==> src/rtl/hba_pkg.sv <==
// Shared HBA master definitions: FSM state encoding, default bus widths and
// the packed command-word width used by the command FIFO.
package hba_pkg;

  typedef enum logic [1:0] {
    IDLE       = 2'd0,
    GRANT_WAIT = 2'd1,
    XFER_WAIT  = 2'd2
  } hba_state_e;

  localparam int HBA_DBUS_WIDTH        = 8;
  localparam int HBA_PERIPH_ADDR_WIDTH = 4;
  localparam int HBA_REG_ADDR_WIDTH    = 8;
  localparam int HBA_FIFO_AW           = 2;

  // Command word layout is {core, reg, data, rnw}.
  function automatic int hba_cmd_width(input int periph_w, input int reg_w, input int dbus_w);
    return periph_w + reg_w + dbus_w + 1;
  endfunction

endpackage

==> src/rtl/hba_cmd_fifo.sv <==
// Synchronous FIFO of 2**AW words with occupancy count; pushes when full and
// pops when empty are ignored. The head word is visible on rdata_o while non-empty.
module hba_cmd_fifo #(
  parameter int WIDTH = 21,
  parameter int AW    = 2
) (
  input  logic             clk,
  input  logic             rst,
  input  logic             push_i,
  input  logic [WIDTH-1:0] wdata_i,
  input  logic             pop_i,
  output logic [WIDTH-1:0] rdata_o,
  output logic [AW:0]      count_o,
  output logic             full_o,
  output logic             empty_o
);

  localparam int DEPTH = 1 << AW;

  logic [WIDTH-1:0] mem_q [DEPTH];
  logic [AW-1:0]    wr_ptr_q, rd_ptr_q;
  logic [AW:0]      count_q;
  logic             do_push, do_pop;

  assign do_push = push_i && !full_o;
  assign do_pop  = pop_i && !empty_o;

  // NOTE: storage is deliberately left out of reset; the count and pointers
  // alone define which entries are valid, and a resettable array costs flops.
  always_ff @(posedge clk) begin
    if (do_push) mem_q[wr_ptr_q] <= wdata_i;
  end

  // NOTE: sequential state uses non-blocking assignments only, so every
  // register samples the pre-edge values regardless of statement order.
  always_ff @(posedge clk) begin
    if (rst) begin
      wr_ptr_q <= '0;
      rd_ptr_q <= '0;
      count_q  <= '0;
    end else begin
      if (do_push) wr_ptr_q <= wr_ptr_q + AW'(1);
      if (do_pop)  rd_ptr_q <= rd_ptr_q + AW'(1);
      case ({do_push, do_pop})
        2'b10:   count_q <= count_q + (AW+1)'(1);
        2'b01:   count_q <= count_q - (AW+1)'(1);
        default: count_q <= count_q;
      endcase
    end
  end

  assign rdata_o = mem_q[rd_ptr_q];
  assign count_o = count_q;
  assign full_o  = (count_q == (AW+1)'(DEPTH));
  assign empty_o = (count_q == '0);

endmodule

==> src/rtl/hba_master_q.sv <==
// Queued HBA bus master: commands are buffered in a FIFO and executed in order,
// one response each. Define HBA_MASTER_TIMEOUT_EN to abort stalled transfers.
module hba_master_q
  import hba_pkg::*;
#(
  parameter int DBUS_WIDTH        = HBA_DBUS_WIDTH,
  parameter int PERIPH_ADDR_WIDTH = HBA_PERIPH_ADDR_WIDTH,
  parameter int REG_ADDR_WIDTH    = HBA_REG_ADDR_WIDTH,
  parameter int ADDR_WIDTH        = PERIPH_ADDR_WIDTH + REG_ADDR_WIDTH,
  parameter int FIFO_AW           = HBA_FIFO_AW,
  parameter int TIMEOUT_CYCLES    = 255
) (
  input  logic                         hba_clk,
  input  logic                         hba_reset,
  input  logic                         app_cmd_valid,
  output logic                         app_cmd_ready,
  input  logic [PERIPH_ADDR_WIDTH-1:0] app_cmd_core_addr,
  input  logic [REG_ADDR_WIDTH-1:0]    app_cmd_reg_addr,
  input  logic [DBUS_WIDTH-1:0]        app_cmd_data,
  input  logic                         app_cmd_rnw,
  output logic                         app_rsp_valid,
  output logic [DBUS_WIDTH-1:0]        app_rsp_data,
  output logic                         app_rsp_err,
  output logic [FIFO_AW:0]             app_cmd_count,
  input  logic                         hba_mgrant,
  input  logic                         hba_xferack,
  input  logic [DBUS_WIDTH-1:0]        hba_dbus,
  output logic                         hba_mrequest,
  output logic [ADDR_WIDTH-1:0]        hba_abus_master,
  output logic                         hba_rnw_master,
  output logic                         hba_select_master,
  output logic [DBUS_WIDTH-1:0]        hba_dbus_master
);

  localparam int CMD_W = hba_cmd_width(PERIPH_ADDR_WIDTH, REG_ADDR_WIDTH, DBUS_WIDTH);

  typedef struct packed {
    logic [PERIPH_ADDR_WIDTH-1:0] core;
    logic [REG_ADDR_WIDTH-1:0]    reg_addr;
    logic [DBUS_WIDTH-1:0]        data;
    logic                         rnw;
  } cmd_t;

  cmd_t                  push_cmd, head_cmd, cmd_q;
  hba_state_e            state_q;
  logic                  fifo_full, fifo_empty, pop;
  logic [ADDR_WIDTH-1:0] abus_q;
  logic [DBUS_WIDTH-1:0] dbus_q, rsp_data_q;
  logic                  rnw_q, select_q, rsp_valid_q;

  assign push_cmd = {app_cmd_core_addr, app_cmd_reg_addr, app_cmd_data, app_cmd_rnw};
  assign pop      = (state_q == IDLE) && !fifo_empty;

  hba_cmd_fifo #(
    .WIDTH (CMD_W),
    .AW    (FIFO_AW)
  ) u_cmd_fifo (
    .clk     (hba_clk),
    .rst     (hba_reset),
    .push_i  (app_cmd_valid),
    .wdata_i (push_cmd),
    .pop_i   (pop),
    .rdata_o (head_cmd),
    .count_o (app_cmd_count),
    .full_o  (fifo_full),
    .empty_o (fifo_empty)
  );

`ifdef HBA_MASTER_TIMEOUT_EN
  localparam int TMO_W = ($clog2(TIMEOUT_CYCLES + 1) > 8) ? $clog2(TIMEOUT_CYCLES + 1) : 8;
  logic [TMO_W-1:0] tmo_q, tmo_d;
  logic             rsp_err_q;
  assign tmo_d = tmo_q + TMO_W'(1);
`endif

  always_ff @(posedge hba_clk) begin
    if (hba_reset) begin
      state_q     <= IDLE;
      cmd_q       <= '0;
      abus_q      <= '0;
      rnw_q       <= 1'b0;
      dbus_q      <= '0;
      select_q    <= 1'b0;
      rsp_valid_q <= 1'b0;
      rsp_data_q  <= '0;
`ifdef HBA_MASTER_TIMEOUT_EN
      tmo_q       <= '0;
      rsp_err_q   <= 1'b0;
`endif
    end else begin
      rsp_valid_q <= 1'b0;
      case (state_q)
        IDLE: begin
          if (pop) begin
            cmd_q   <= head_cmd;
            state_q <= GRANT_WAIT;
          end
        end
        GRANT_WAIT: begin
          if (hba_mgrant) begin
            abus_q   <= {cmd_q.core, cmd_q.reg_addr};
            rnw_q    <= cmd_q.rnw;
            dbus_q   <= cmd_q.rnw ? '0 : cmd_q.data;
            select_q <= 1'b1;
            state_q  <= XFER_WAIT;
`ifdef HBA_MASTER_TIMEOUT_EN
            tmo_q    <= '0;
`endif
          end
        end
        XFER_WAIT: begin
          // An acknowledge always wins over a coincident timeout.
          if (hba_xferack) begin
            rsp_valid_q <= 1'b1;
            rsp_data_q  <= cmd_q.rnw ? hba_dbus : '0;
            abus_q      <= '0;
            rnw_q       <= 1'b0;
            dbus_q      <= '0;
            select_q    <= 1'b0;
            state_q     <= IDLE;
`ifdef HBA_MASTER_TIMEOUT_EN
            rsp_err_q   <= 1'b0;
          end else if (tmo_d == TMO_W'(TIMEOUT_CYCLES)) begin
            rsp_valid_q <= 1'b1;
            rsp_data_q  <= '0;
            rsp_err_q   <= 1'b1;
            abus_q      <= '0;
            rnw_q       <= 1'b0;
            dbus_q      <= '0;
            select_q    <= 1'b0;
            state_q     <= IDLE;
          end else begin
            tmo_q       <= tmo_d;
`endif
          end
        end
        default: state_q <= IDLE;
      endcase
    end
  end

`ifdef HBA_MASTER_TIMEOUT_EN
  assign app_rsp_err = rsp_err_q;
`else
  assign app_rsp_err = 1'b0;
`endif

  assign app_cmd_ready     = !fifo_full;
  assign app_rsp_valid     = rsp_valid_q;
  assign app_rsp_data      = rsp_data_q;
  assign hba_mrequest      = (state_q == GRANT_WAIT);
  assign hba_abus_master   = abus_q;
  assign hba_rnw_master    = rnw_q;
  assign hba_select_master = select_q;
  assign hba_dbus_master   = dbus_q;

endmodule

==> config.mk <==
export PLATFORM = sky130hd
export DESIGN_NAME = hba_master_q
export DESIGN_NICKNAME = d
export VERILOG_FILES = /design/src/rtl/hba_pkg.sv /design/src/rtl/hba_cmd_fifo.sv /design/src/rtl/hba_master_q.sv
export SDC_FILE = /design/constraint.sdc
export NUM_CORES = 1
export LEC_CHECK = 0
export CAP_MARGIN = 20
export CORE_ASPECT_RATIO = 0.9
export CORE_MARGIN = 3
export CORE_UTILIZATION = 55
export CTS_BUF_LIST = sky130_fd_sc_hd__clkbuf_4
export CTS_CLUSTER_SIZE = 28
export DETAILED_ROUTE_END_ITERATION = 6
export DONT_BUFFER_PORTS = 1
export HOLD_SLACK_MARGIN = 0.02
export PLACE_DENSITY = 0.7
export SETUP_SLACK_MARGIN = 0.05
export SYNTH_ARGS = -nofsm -noshare
export SYNTH_HDL_FRONTEND = slang
export SYNTH_SLANG_ARGS = --single-unit
==> constraint.sdc <==
create_clock -name hba_clk -period 5.9 [get_ports hba_clk]
set_clock_uncertainty 0.2 [all_clocks]
set_input_delay 0.885 -clock hba_clk [delete_from_list [all_inputs] [get_ports hba_clk]]
set_output_delay 0.885 -clock hba_clk [all_outputs]
set_load 0.05 [all_outputs]
==> results of run 1 <==
Yosys cell counts (2+ instances only):
cell type  count  area (um^2)
a21o_1         2         15.0
a21oi_1       20          100
a22o_1        29          254
a32oi_1        8         70.1
and3_1         4         25.0
buf_1          2         7.51
buf_2          9         45.0
buf_6          4         45.0
clkbuf_1       8         30.0
dfxtp_1       61         1220
edfxtp_1      84         2520
ha_1           5         62.6
inv_1          6         22.5
mux4_1         4          105
mux4_2        17          383
nand2_1       16         60.1
nand3_1       16         80.1
nand3b_1       2         15.0
nor2_1        14         52.6
nor2b_1        3         18.8
nor3_1         2         10.0
o21ai_0        3         15.0
xor2_1         2         17.5
layer usage:
| metal | track usage, % | up-vias |
|---|---|---|
| li1 | - | 1304 |
| met1 | 24.3 | 1342 |
| met2 | 24.7 | 79 |
| met3 | 9.02 | 9 |
| met4 | 6.62 | 0 |
| met5 | 0 | - |
final timing paths:
check	start	to	slack [ns]	cells after the start
min reg2reg	cmd_q[20]	hba_abus_master[11]	0.26	2
min	hba_reset	hba_select_master	0.21	1
max	u_cmd_fifo.count_o[2]	u_cmd_fifo.count_o[2]	2.77	8
max reg2reg	u_cmd_fifo.count_o[2]	u_cmd_fifo.count_o[2]	2.77	8
final cells by class:
type / instances / area [um^2]
timing repair buffer: 4 / 35.0
multi-input combinational: 163 / 1440
inverter: 6 / 22.5
fill: 712 / 3640
clock buffer: 19 / 143
sequential: 145 / 3740
clock inverter: 13 / 119
tap: 122 / 153
through the flow:
stage / cells / util [%] / power (mW) / setup slack (ns)
finish: 472 / 60.9 / 2.54 / 2.77
global route: 472 / 60.9 / 2.68 / 2.64
CTS: 470 / 60.6 / 2.56 / 2.78
detailed placement: 438 / 57.8 / 1.97 / 2.82
global placement: 438 / 57.8 / 1.96 / 2.87
floorplan: 339 / - / 1.90 / 3.10
critical path: cells and delay by family (launching register included):
kind / cells / cell delay, ns
and+or+nand+nor: 3 / 1.23
DFF: 1 / 0.73
adders and majority gates: 2 / 0.56
xor gates and xnor gates: 1 / 0.16
AOI/OAI and AO/OA: 1 / 0.14
buffers and inverters: 1 / 0.06
sequential cells by signal, indices dropped and copies added, names as in the netlist, 2 cells and up:
register and count:
app_rsp_data 8, state_q 2, u_cmd_fifo.count_o 3, u_cmd_fifo.rd_ptr_q 2
u_cmd_fifo.wr_ptr_q 2, cmd_q 21, hba_abus_master 12, hba_dbus_master 8
u_cmd_fifo.mem_q 84
cells by family after synthesis:
logic type,Yosys count,synth area share [%]
DFF,145,69.8
and+or+nand+nor,68,6.70
AOI/OAI and AO/OA,65,9.10
buffers and inverters,31,3.31
muxes,21,9.10
adders and majority gates,6,1.54
xor gates and xnor gates,2,0.327
other,1,0.0700
power breakdown:
group	internal [mW]	leakage (nW)	switching, mW
Sequential	1.22	1.27	0.171
Combinational	0.255	0.469	0.301
Clock	0.255	0.155	0.334
Total	1.73	1.89	0.807
==> flow_summary_export.csv, run 1 <==
group,metric,value,unit
critical_path,path_class,"flip-flop to flip-flop",
clocking,max-clock-path-buffers,2,
clocking,post-cts-setup-buffers,0,
clocking,cts.clk_slew.worst_paths,0.12,ns
floorplan,start_util,57.7,%
logic_synthesis,ys_types,41,
critical_path,cp-end-kind,"flip-flop",
floorplan,ios,71,
sta,rsz0062_at_grt,"false",
critical_path,crit_arrival,3.40,ns
layout,antenna_cells,0,
detailed_routing,firstDrtPassIters,6,
logic_synthesis,yosysWarnings,0,
global_routing,antenna_found_initial,0,
layout,area_growth,5.49,%
clocking,clock_sinks,145,
critical_path,critPathRequiredTime,6.17,ns
logic_synthesis,async_flop_share,0,%
global_routing,track_usage,17.9,%
detailed_routing,wl_met2,3900,um
placement,io_buffer_count,0,
sta,finalCritPeriodShare,53.0,%
floorplan,dieArea,0.0110,mm^2
clocking,cts_buffers,17,
detailed_routing,wl_met3,795,um
logic_synthesis,syn_area_per_cell,15.8,um^2
sta,fmax,320,MHz
power_and_ir_drop,p_leak,1.89,nW
detailed_routing,wl_per_cell,19.2,um
detailed_routing,drcViolationCount,0,
placement,hpwlAfterDp,5740,um
detailed_routing,drt-total-wl,9040,um
clocking,cts_max_level,4,
sta,final_max_slew_viol_count,0,
logic_synthesis,synth_enable_flop_cells,84,
sta,finalSetupTns,0,ns
clocking,cts_resized,0,
outcome,status,"complete, no violations",
clocking,tritoncts,"built",
global_routing,grt_max_degree,38,
global_routing,grt_pass1_vias,2731,
logic_synthesis,ys_ff_latch,145,
layout,final_area,0.00565,mm^2
placement,dpl_cell_area,0.00537,mm^2
sta,slew_headroom,28.4,%
detailed_routing,vias,2734,
global_routing,grt_pass1_wl,14400,um
critical_path,cpMaxStageDelayCell,"or3b_1",
detailed_routing,ant_nets,0,
sta,tightest_slew,1.07,ns
critical_path,critical_path.max_fanout,10,
power_and_ir_drop,power_density,449,mW/mm^2
global_routing,overflow,0,
placement,place.gp.congestion,0.680,
floorplan,rows,33,
critical_path,crit_path_max_incr_delay,0.74,ns
sta,fin_crit,3.13,ns
layout,mostFrequentLayoutCells,"edfxtp_1, dfxtp_1, a22o_1, a21oi_1, clkbuf_4",
floorplan,die_height,99.7,um
floorplan,die_width,110,um
worst_hold_path,hp-class,"primary input to flip-flop",
logic_synthesis,synthCells,339,
sta,finalSetupViolCount,0,
power_and_ir_drop,vdd_drop_max,219,uV
clocking,cts_hold_buf,0,
logic_synthesis,synth_ff_type,"edfxtp_1",
clocking,clockRootBuffer,"clkbuf_4",
detailed_routing,top_layer_used,"met4",
critical_path,worstPathCellList,"or3b_1 -> nand2_1 -> ha_1 -> inv_1 -> fa_1 -> xor2_1 -> or3_1 -> a21oi_1",
detailed_routing,drt_iter0_drc,202,
critical_path,start_kind,"flip-flop",
sta,holdWs,0.207,ns
logic_synthesis,synth_fp_nets,379,
logic_synthesis,ys_seq_area_share,69.8,%
detailed_routing,met1Wirelength,4260,um
layout,layout.nets,377,
run,cap_violations,0,
sta,finalHoldViolations,0,
detailed_routing,vias_per_cell,5.79,
layout,final_common_cell,"edfxtp_1",
clocking,clk_latency,0.53,ns
layout,drive_above_1_share,16.9,%
floorplan,core_area,0.00929,mm^2
logic_synthesis,mappedNetlistArea,0.00536,mm^2
Note: power is estimated with default switching activity, not from simulation.
==> inputs of run 2 (changes only) <==
--- a/config.mk
+++ b/config.mk
@@ -14,7 +14,7 @@
 export DETAILED_ROUTE_END_ITERATION = 6
 export DONT_BUFFER_PORTS = 1
 export HOLD_SLACK_MARGIN = 0.02
-export PLACE_DENSITY = 0.7
+export PLACE_DENSITY = 0.73
 export SETUP_SLACK_MARGIN = 0.05
 export SYNTH_ARGS = -nofsm -noshare
 export SYNTH_HDL_FRONTEND = slang
==> constraint.sdc (replaced) <==
create_clock -name hba_clk -period 2.82 [get_ports hba_clk]
set_clock_uncertainty 0.2 [all_clocks]
set_input_delay 0.423 -clock hba_clk [delete_from_list [all_inputs] [get_ports hba_clk]]
set_output_delay 0.423 -clock hba_clk [all_outputs]
set_load 0.05 [all_outputs]
==> run 2 against run 1 <==
Flip-flop and latch count did not move. Die area unchanged. Register-to-register slack worse by 2.5 ns. Final area is 7.9% higher. Largest cell class unchanged.
==> flow_summary_export.csv, run 2 (synthesis gave the netlist of run 1 again) <==
group,metric,value,unit
clocking,cts_resized,0,
critical_path,r2r_end,"u_cmd_fifo.count_o[2]",
global_routing,grt_pass1_vias,2909,
layout,largest_reg_flops,84,
layout,final_common_cell,"edfxtp_1",
critical_path,crit_path_max_incr_delay,0.54,ns
clocking,cts_max_level,4,
layout,layout.nets,423,
sta,rsz0062_at_grt,"false",
global_routing,grt_pass1_wl,15100,um
power_and_ir_drop,finalPower,5.33,mW
sta,finalHoldViolations,0,
critical_path,r2r_slack,0.27,ns
layout,largest_register,"u_cmd_fifo.mem_q",
sta,slew_headroom,27.4,%
global_routing,overflow,0,
power_and_ir_drop,p_leak,2.10,nW
placement,io_buffer_count,0,
clocking,cts.clk_slew.worst_paths,0.11,ns
layout,area_growth,13.9,%
critical_path,crit_arrival,2.77,ns
detailed_routing,firstDrtPassIters,4,
sta,fmax,392,MHz
floorplan,die_width,110,um
sta,holdWs,0.125,ns
clocking,max-clock-path-buffers,2,
critical_path,critical_path.max_fanout,10,
sta,final_max_slew_viol_count,0,
critical_path,cpMaxStageDelayCell,"or3b_1",
critical_path,r2r_cells,8,
clocking,post-cts-setup-buffers,0,
critical_path,cp-end-kind,"flip-flop",
floorplan,ios,71,
floorplan,start_util,57.7,%
floorplan,core_area,0.00929,mm^2
layout,mostFrequentLayoutCells,"edfxtp_1, dfxtp_1, dlygate4sd3_1, a22o_1, a21oi_1",
clocking,cts_buffers,17,
sta,finalCritPeriodShare,90.5,%
critical_path,path_class,"flip-flop to flip-flop",
floorplan,die_height,99.7,um
floorplan,rows,33,
detailed_routing,wl_per_cell,19.3,um
sta,fin_crit,2.55,ns
clocking,clock_sinks,145,
run,cap_violations,0,
critical_path,cp-endpoint,"u_cmd_fifo.count_o[2]",
global_routing,antenna_found_initial,1,
critical_path,worst-path-stages,8,
placement,hpwlAfterDp,5920,um
detailed_routing,ant_nets,0,
critical_path,crit_buf_inv,1,
power_and_ir_drop,power_density,873,mW/mm^2
sta,finalSetupViolCount,0,
critical_path,r2r-start,"u_cmd_fifo.count_o[0]",
clocking,clk_latency,0.49,ns
sta,finalSetupTns,0,ns
critical_path,start_kind,"flip-flop",
layout,drive_above_1_share,17.5,%
clocking,tritoncts,"built",
power_and_ir_drop,vdd_drop_max,571,uV
critical_path,worstPathCellList,"or3b_1 -> nand2_1 -> ha_1 -> inv_1 -> fa_1 -> xor2_1 -> or3_1 -> a21oi_1",
floorplan,dieArea,0.0110,mm^2
sta,tightest_slew,1.09,ns
worst_hold_path,hp-class,"primary input to flip-flop",
layout,utilization,65.7,%
critical_path,cp_top_family,"simple AND/OR/NAND/NOR gates",
clocking,clockRootBuffer,"clkbuf_4",
detailed_routing,drcViolationCount,0,
detailed_routing,vias_per_cell,5.72,
outcome,status,"complete, no violations",
placement,place.gp.congestion,0.754,
global_routing,grt_max_degree,36,
layout,fillers,661,
detailed_routing,vias,2961,
critical_path,critPathRequiredTime,3.04,ns
global_routing,track_usage,18.6,%
critical_path,startpoint,"u_cmd_fifo.count_o[0]",
clocking,cts_hold_buf,36,
detailed_routing,drt_iter0_drc,177,
detailed_routing,drt-total-wl,10000,um
[run 2: changes by cell type in the layout (fill, tap and decap cells not counted), moves of 2 or more]
cell / before / now
inv_2: 3 / 5
dlygate4sd3_1: 0 / 35
buf_16: 0 / 2
buf_4: 2 / 11
inv_4: 2 / 0
[run 2: worst min path at each step]
stage                         start  cells after the start  slack [ns]            endpoint
final                     hba_reset                      2        0.12     app_rsp_data[6]
after global routing      hba_reset                      2        0.07     app_rsp_data[5]
after CTS                 hba_reset                      2        0.09     app_rsp_data[6]
after detailed placement  cmd_q[11]                      2        0.25  hba_abus_master[2]
after global placement    cmd_q[11]                      2        0.25  hba_abus_master[2]
after floorplan            cmd_q[9]                      2        0.23  hba_abus_master[0]
[run 2: through the flow]
| step | setup WS [ns] | instance area, um^2 | instances |
|---|---|---|---|
| 5_1_grt | 0.147 | 6100 | 518 |
| 2_1_floorplan | 0.131 | 5360 | 339 |
| 3_5_place_dp | 0.303 | 5440 | 447 |
| 3_3_place_gp | 0.409 | 5440 | 447 |
| 4_1_cts | 0.270 | 6030 | 514 |
| 6_report | 0.268 | 6100 | 518 |
[run 2: cell type report]
class,count,area (um^2),area share (%)
inverters,6,22.5,0.369
multi-input cells,163,1440,23.6
flip-flops and latches,145,3740,61.4
diodes,1,2.50,0.0410
clock buffers,19,143,2.34
repair buffers,50,523,8.57
clock inverters,12,76.3,1.25
well taps,122,153,2.50
[run 2: power by group]
part           internal (mW)  leakage (nW)  switching [mW]  total, mW
Sequential              2.56          1.27           0.265       2.82
Clock                  0.429         0.142           0.650       1.08
Combinational          0.630         0.692           0.796       1.43
Total                   3.61          2.10            1.71       5.33
[run 2: routing by layer]
metal  up-vias  track usage [%]  wire [um]
met5         -                0          0
li1       1395                -          -
met1      1462             25.7       4630
met4         0             6.14         89
met2        95             27.5       4520
met3         9             7.07        766
==> inputs of run 3 (changes only) <==
--- a/config.mk
+++ b/config.mk
@@ -7,7 +7,7 @@
 export LEC_CHECK = 0
 export CAP_MARGIN = 20
 export CORE_ASPECT_RATIO = 0.9
-export CORE_MARGIN = 3
+export CORE_MARGIN = 5
 export CORE_UTILIZATION = 55
 export CTS_BUF_LIST = sky130_fd_sc_hd__clkbuf_4
 export CTS_CLUSTER_SIZE = 28
==> run 3 against run 2 <==
Maximum frequency increased by 9.0%. Sequential power is essentially flat. First-iteration DRC count increased by 36%. Final area up 0.68%. Non-clock buffer count up 1. Core utilization shrank 1.8 points. Register-to-register slack improved by 0.21 ns. Flip-flop and latch count stayed put. Combinational power about the same. Critical path type unchanged. Highest routed layer unchanged.
==> flow_summary_export.csv, run 3 (synthesis gave the netlist of run 1 again) <==
group,metric,value,unit
layout,drive_above_1_share,17.7,%
floorplan,die_height,104,um
critical_path,cpMaxStageDelayCell,"or3b_1",
floorplan,ios,71,
global_routing,overflow,0,
critical_path,r2r-start,"u_cmd_fifo.count_o[0]",
global_routing,grt_max_degree,36,
global_routing,antenna_found_initial,0,
layout,layout.nets,424,
clocking,cts_max_level,4,
sta,finalSetupViolCount,0,
placement,dp_slack,0.514,ns
global_routing,track_usage,17.2,%
placement,place.gp.congestion,0.755,
clocking,clk_latency,0.51,ns
power_and_ir_drop,power_density,903,mW/mm^2
layout,fillers,724,
worst_hold_path,hold_path_depth,2,
critical_path,r2r_slack,0.48,ns
clocking,cts.clk_slew.worst_paths,0.13,ns
global_routing,grt_pass1_wl,15600,um
critical_path,startpoint,"u_cmd_fifo.count_o[0]",
sta,final_max_slew_viol_count,0,
outcome,status,"complete, no violations",
placement,hpwlAfterDp,5950,um
layout,mostFrequentLayoutCells,"edfxtp_1, dfxtp_1, dlygate4sd3_1, a22o_1, a21oi_1",
layout,area_growth,14.6,%
critical_path,start_kind,"flip-flop",
detailed_routing,firstDrtPassIters,5,
power_and_ir_drop,vdd_drop_max,595,uV
worst_hold_path,hp-class,"primary input to flip-flop",
placement,io_buffer_count,0,
layout,utilization,63.9,%
sta,fin_crit,2.34,ns
clocking,tritoncts,"built",
detailed_routing,vias_per_cell,5.65,
detailed_routing,drcViolationCount,0,
run,cap_violations,0,
clocking,clock_sinks,145,
detailed_routing,wl_per_cell,19.2,um
clocking,cts_resized,0,
critical_path,worstPathCellList,"or3b_1 -> nand2_1 -> ha_1 -> inv_1 -> fa_1 -> xor2_1 -> or3_1 -> a21oi_1",
critical_path,cp-end-kind,"flip-flop",
clocking,cts_buffers,17,
sta,finalCritPeriodShare,83.0,%
sta,tightest_slew,0.623,ns
floorplan,core_area,0.00961,mm^2
sta,finalSetupTns,0,ns
global_routing,grt_pass1_vias,2947,
layout,antenna_cells,0,
critical_path,cp-endpoint,"u_cmd_fifo.count_o[2]",
sta,slew_headroom,58.1,%
layout,largest_register,"u_cmd_fifo.mem_q",
detailed_routing,vias,2949,
floorplan,dieArea,0.0118,mm^2
detailed_routing,drt-total-wl,10000,um
critical_path,path_class,"flip-flop to flip-flop",
critical_path,critical_path.max_fanout,6,
sta,finalHoldViolations,0,
floorplan,die_width,114,um
clocking,clockRootBuffer,"clkbuf_4",
critical_path,crit_path_max_incr_delay,0.41,ns
sta,fmax,427,MHz
sta,holdWs,0.0990,ns
floorplan,rows,34,
critical_path,r2r_end,"u_cmd_fifo.count_o[2]",
floorplan,start_util,55.8,%
power_and_ir_drop,p_leak,2.11,nW
sta,finalWorstSetupSlack,0.479,ns
clocking,max-clock-path-buffers,2,
sta,rsz0062_at_grt,"false",
critical_path,r2r_cells,8,
detailed_routing,drt_iter0_drc,240,
layout,final_common_cell,"edfxtp_1",
critical_path,crit_arrival,2.59,ns
layout,largest_reg_flops,84,
critical_path,critPathRequiredTime,3.07,ns
detailed_routing,ant_nets,0,
run 3: changes by cell type in the layout (fill, tap and decap cells not counted), sizes merged:
| cell | change |
|---|---|
| buf | +1 |
| bufinv | +2 |
| clkinv | +2 |
| clkinvlp | +1 |
| diode | -1 |
| inv | -5 |
run 3: critical path: cells and delay by family (launching register included):
kind                       cells  cell delay (ns)
adders and majority gates      2             0.55
xor gates and xnor gates       1             0.16
buffers and inverters          1             0.06
DFF                            1             0.38
and+or+nand+nor                3             0.79
AOI/OAI and AO/OA              1             0.13
run 3: how the worst min path moves through the flow:
stage / startpoint / endpoint / slack, ns
floorplan: cmd_q[9] / hba_abus_master[0] / 0.23
global placement: cmd_q[17] / hba_abus_master[8] / 0.24
detailed placement: cmd_q[13] / hba_abus_master[4] / 0.25
CTS: hba_reset / cmd_q[20] / 0.04
global route: hba_reset / app_rsp_data[1] / 0.08
finish: hba_reset / app_rsp_data[1] / 0.1
run 3: timing repair:
action | in CTS | in global routing
setup buffers | 0 | 0
hold endpoints to repair | 125 | 10
hold buffers | 35 | 1
run 3: layout make-up:
type | instances | area, um^2 | area share (%)
sequential | 145 | 3740 | 60.9
multi-input combinational | 163 | 1450 | 23.6
timing repair buffer | 51 | 487 | 7.92
tap | 126 | 158 | 2.57
clock buffer | 19 | 143 | 2.32
clock inverter | 12 | 143 | 2.32
inverter | 6 | 22.5 | 0.367
run 3: stage by stage:
stage / cell area, um^2 / power (mW) / instances
after detailed placement: 5480 / 4.23 / 454
after global placement: 5480 / 4.19 / 454
after CTS: 6120 / 5.57 / 520
after floorplan: 5360 / 3.97 / 339
after global routing: 6140 / 5.85 / 522
final: 6140 / 5.55 / 522
run 3: metal layers:
layer	wire (um)	track usage, %
met1	4380	22.7
met2	4680	27.0
met3	818	5.83
met4	137	5.26
met5	0	0
run 3: power breakdown:
part	switching, mW	internal (mW)	leakage, nW	total (mW)
Clock	0.681	0.621	0.157	1.30
Sequential	0.275	2.55	1.27	2.83
Combinational	0.789	0.631	0.681	1.42
Total	1.74	3.81	2.11	5.55
